### config.mk
export PLATFORM = sky130hd
export DESIGN_NAME = noc_rx_credit_buffer
export DESIGN_NICKNAME = d
export VERILOG_FILES = /design/src/rtl/noc_rx_credit_buffer.sv
export SDC_FILE = /design/constraint.sdc
export NUM_CORES = 1
export LEC_CHECK = 0
export CAP_MARGIN = 20
export CORE_UTILIZATION = 30
export DETAILED_ROUTE_END_ITERATION = 10
export GPL_ROUTABILITY_DRIVEN = 0
export GPL_TIMING_DRIVEN = 0
export PLACE_DENSITY = 0.59
export SLEW_MARGIN = 25
export SYNTH_ARGS = -nofsm -noshare
export SYNTH_HDL_FRONTEND = slang
export SYNTH_SLANG_ARGS = --single-unit
export TNS_END_PERCENT = 100
### constraint.sdc
create_clock -name clk -period 7.06 [get_ports clk]
set_clock_uncertainty 0.05 [all_clocks]
set_input_delay 1.765 -clock clk [delete_from_list [all_inputs] [get_ports clk]]
set_output_delay 1.765 -clock clk [all_outputs]
set_load 0.005 [all_outputs]
### src/rtl/noc_rx_credit_buffer.sv
// noc_rx_credit_buffer
// Receiver-side flit FIFO for a credit-based NoC link. It buffers incoming
// flits, presents the head flit to the switch stage with valid/ready, and
// returns one credit pulse upstream per freed slot. After reset it issues
// DEPTH initial credits.
module noc_rx_credit_buffer #(
  parameter int DATA_W = 32,
  parameter int DEPTH  = 4,
  parameter int ADDR_W = $clog2(DEPTH)
) (
  input  logic              clk,
  input  logic              rst,
  input  logic [DATA_W-1:0] flit_in,
  input  logic              valid_in,
  output logic [DATA_W-1:0] flit_out,
  output logic              valid_out,
  input  logic              ready_in,
  output logic              credit_out,
  output logic [ADDR_W:0]   count,
  output logic              overflow
);

  localparam logic [ADDR_W:0] DEPTH_C = (ADDR_W+1)'(DEPTH);
  localparam logic [ADDR_W:0] ONE_C   = (ADDR_W+1)'(1);

  logic [DATA_W-1:0] mem_q [DEPTH];
  logic [ADDR_W-1:0] wr_ptr_q, wr_ptr_d;
  logic [ADDR_W-1:0] rd_ptr_q, rd_ptr_d;
  logic [ADDR_W:0]   count_q, count_d;
  logic [ADDR_W:0]   pend_q, pend_d;
  logic [ADDR_W:0]   pend_eff;
  logic              credit_q, credit_d;
  logic              overflow_q, overflow_d;
  logic              full, not_empty, push, pop;

  // Handshake decode; everything here depends only on registers plus inputs
  // that feed next-state logic, never an output.
  always_comb begin
    full      = (count_q == DEPTH_C);
    not_empty = (count_q != '0);
    pop       = not_empty && ready_in;
    push      = valid_in && (!full || pop);
  end

  // Next-state for pointers, occupancy, sticky overflow and credit return.
  always_comb begin
    wr_ptr_d   = push ? wr_ptr_q + ADDR_W'(1) : wr_ptr_q;
    rd_ptr_d   = pop  ? rd_ptr_q + ADDR_W'(1) : rd_ptr_q;
    count_d    = count_q;
    if (push && !pop) count_d = count_q + ONE_C;
    if (pop && !push) count_d = count_q - ONE_C;
    // A push into a full FIFO with no pop is dropped and flagged.
    overflow_d = overflow_q | (valid_in & full & ~pop);
    // Freed slots queue in pend; at most one credit leaves per cycle, so a
    // pop during the initial burst lengthens it rather than merging.
    pend_eff   = pend_q + {{ADDR_W{1'b0}}, pop};
    credit_d   = (pend_eff != '0);
    pend_d     = pend_eff - {{ADDR_W{1'b0}}, credit_d};
  end

  // Control state with asynchronous reset; reset reloads the initial credits.
  always_ff @(posedge clk or posedge rst) begin
    if (rst) begin
      wr_ptr_q   <= '0;
      rd_ptr_q   <= '0;
      count_q    <= '0;
      pend_q     <= DEPTH_C;
      credit_q   <= 1'b0;
      overflow_q <= 1'b0;
    end else begin
      wr_ptr_q   <= wr_ptr_d;
      rd_ptr_q   <= rd_ptr_d;
      count_q    <= count_d;
      pend_q     <= pend_d;
      credit_q   <= credit_d;
      overflow_q <= overflow_d;
    end
  end

  // Flit storage; data is not reset, only written on an accepted push.
  always_ff @(posedge clk) begin
    if (push) mem_q[wr_ptr_q] <= flit_in;
  end

  // Head flit is masked while empty so the output reads 0 out of reset
  // without having to clear the storage array.
  always_comb begin
    flit_out   = not_empty ? mem_q[rd_ptr_q] : '0;
    valid_out  = not_empty;
    credit_out = credit_q;
    count      = count_q;
    overflow   = overflow_q;
  end

endmodule

==> metrics.txt, run 1 <==
Layout Cells excl Fill=598; Die Area=0.0190 sq mm; final setup margin=2880 ps; crit share post-route=59.2%; Compound-Gate Fraction of Synth Area=0.271%; syn_nets=~310; Netlist cell types=26; mux cell area share after synthesis=13.7%; Final Cell Area=approximately 0.0072 sq mm; CP cell instances=or3_1 -> buf_2 -> clkbuf_1 -> and2_1 -> clkdlybuf4s50_1; DR WL/cell=16.9 um; worst flop-to-flop path startpoint=count[0]$_DFFE_PP0P_; die width=138 um; Yosys top cell area share=69.4%; CP bufs+invs=3; hold buffers post-CTS=0; Synth Area per Inst=21.2 sq um; pwr/cell area=roughly 440 mW/mm^2; XOR/XNOR share of the synthesized area=under 10%; Num CTS Buffers=17; Syn. warnings=0; floorplan row count=49; total power=3.18 mW; max frequency=239 MHz; FF+latch count, synth=140; Overflow after GRT=0; initial antenna violation count=1; core area=~0.018 sq mm; Worst VDD drop=0.196 mV; vias in the first global route=2864; CTS H-tree depth=4; main combinational cell family by area after synthesis=multiplexers; layout cell share with drive strength beyond 1=20.6%; P_leak=~2.5 nW; post-synth top area cell=edfxtp_1; Hold WS=416 ps; largest net degree at the start of global routing=21; Startpoint Class=register; register area share after synthesis=between 70% and 80%; crit path max-delay cell type=clkdlybuf4s50_1; dominant synthesized flop cell=edfxtp_1; EDFF count, synth=128; Layout Nets=~400; Initial Util=30.7%; Synth Area in Adders=about 2.2%; max_slew headroom=64.6%; DR iter-0 viols=120; post-layout util=40.2%; crit path capture type=primary output; Syn Inst Count=between 200 and 300; fin. max-slew vios=0; first-pass GRT wire length=15400 um; vias=2636; simple-gate share of the synthesized area=5.01%; post-placement cell count=about 570; IO Pins=74; Arr. time, crit path=2360 ps; Clock Latency Late Sink=420 ps; GRT Util Overall=11.8%; placed instance area=0.00664 sq mm; DRC viols=0; final setup fails=0; drt first pass iters=4; area growth from synthesis to layout=30.8%; Post-Syn Area=0.00554 sq mm; Worst Path Required=5250 ps; max_cap viols=0; RSZ-0062 raised after global routing=no; via density per instance=4.41; worst-margin pin slew=526 ps; crit path kind=register to primary output; CP top delay family=buffers and inverters; Post-DP HPWL=6480 um; Max clock buf depth=2; root buf cell=clkbuf_16; crit path launch=count[0]$_DFFE_PP0P_; largest fanout on the critical path=10; final antenna-violating net count=0; crit path time final=4180 ps; Fin. Hold Viols=0; pre-CTS setup slack=3040 ps; Die Y=between 100 and 150 um; CTS sink count=140; Min-Delay Path Class=register to register; # resized after CTS=0; hold path start=overflow$_DFF_PP0_; synth top area cells=edfxtp_1 (69%), mux4_2 (11%), dfrtp_1 (5.0%); n_diodes=0; Synth async-reset ratio=8.57%; Setup Fix Bufs, Post-CTS=0; Total Wirelength=around 10000 um; Clk pin slew, worst setup/hold paths=60 ps; CP peak stage delay=520 ps; status=completed; # port buffers=73; TritonCTS clock tree=done; final setup TNS=0 ps
==> worst paths after layout <==
kind | end | slack (ps) | cells past startpoint
max | flit_out[9] | 2880 | 5
min | overflow$_DFF_PP0_ | 420 | 1
max reg2reg | pend_q[2]$_DFF_PP1_ | 4630 | 10
max in group asynchronous | pend_q[2]$_DFF_PP1_ | 4990 | 2
min in group asynchronous | pend_q[0]$_DFF_PP0_ | 1610 | 2
min reg2reg | overflow$_DFF_PP0_ | 420 | 1
==> area by class of cell <==
type,count,area [sq um]
repair buffers,77,811
clock inverters,13,175
clock buffers,18,429
inverters,11,41.3
multi-input cells,98,1250
well taps,229,287
flip-flops and latches,140,4150
fillers,1642,10800
plain buffers,12,106
==> logic make-up after synthesis <==
group | count (synthesis)
muxes | 34
xor gates and xnor gates | 9
AOI/OAI and AO/OA | 2
DFF | 140
adders and majority gates | 9
and+or+nand+nor | 44
buffers and inverters | 23
==> layout by cell type, fill, tap and decap left out, drive strengths merged <==
| cell | n |
|---|---|
| and3 | 1 |
| or3 | 1 |
| mux2i | 1 |
| dfstp | 1 |
| and2 | 36 |
| ha | 8 |
| edfxtp | 128 |
| inv | 11 |
| o31ai | 1 |
| nor2 | 2 |
| clkbuf | 22 |
| mux2 | 1 |
| xnor2 | 4 |
| dfrtp | 11 |
| bufinv | 4 |
| nor4b | 1 |
| nand3 | 1 |
| nand2 | 1 |
| nor2b | 1 |
| mux4 | 32 |
| clkdlybuf4s50 | 73 |
| xor2 | 5 |
| clkinv | 6 |
| buf | 12 |
| a21o | 1 |
| fa | 1 |
| clkinvlp | 3 |
==> worst register-to-register path, cell delays in order (launching register included) <==
cell     delay (ps)
dfrtp_1         450
or3_1           360
buf_2           190
and3_1          210
ha_1            190
xor2_1          180
nor2_1          100
nand2_1          80
ha_1            190
ha_1            180
xor2_1          160
==> layer usage <==
metal / share of wire [%] / wire [um] / GRT usage, % / up-vias
met2: 51 / 5150 / 19.6 / 59
met3: 5.5 / 555 / 4.50 / 13
met1: 43 / 4310 / 13.6 / 1346
met4: 1.2 / 121 / 4.89 / 0
li1: - / - / - / 1218
met5: 0 / 0 / 0 / -
==> flip-flops by register name, summed over array words and instances, names as in the netlist <==
signal	flops
wr_ptr_q	2
rd_ptr_q	2
pend_q	3
overflow	1
mem_q	128
count	3
credit_out	1
==> synthesized netlist by cell type (all sizes together), types with 2 or more instances <==
cell / number
buf: 8
xnor2: 4
nor2: 2
and2: 36
xor2: 5
mux4: 32
edfxtp: 128
clkbuf: 4
inv: 11
dfrtp: 11
ha: 8
==> report_power, final <==
group / total (mW) / internal [mW] / switching [mW] / leakage (nW)
clock: 0.899 / 0.584 / 0.315 / 0.289
sequential: 1.16 / 1.11 / 0.0517 / 1.31
combinational: 1.13 / 0.664 / 0.464 / 0.879
(Power assumes the default switching activity.)
==> run 2, diff against run 1 <==
==> constraint.sdc (replaced) <==
create_clock -name clk -period 4.2 [get_ports clk]
set_clock_uncertainty 0.05 [all_clocks]
set_input_delay 1.05 -clock clk [delete_from_list [all_inputs] [get_ports clk]]
set_output_delay 1.05 -clock clk [all_outputs]
set_load 0.005 [all_outputs]
==> results of run 2 <==
The final DEF is identical to that of run 1. Status: completed.
Among the figures that moved: setup slack after placement 3040 ps -> 896 ps; setup slack after layout 2880 ps -> 737 ps; register-to-register setup slack 4630 ps -> 1770 ps; total power 3.18 mW -> 5.35 mW; worst IR drop on VDD 0.196 mV -> 0.329 mV
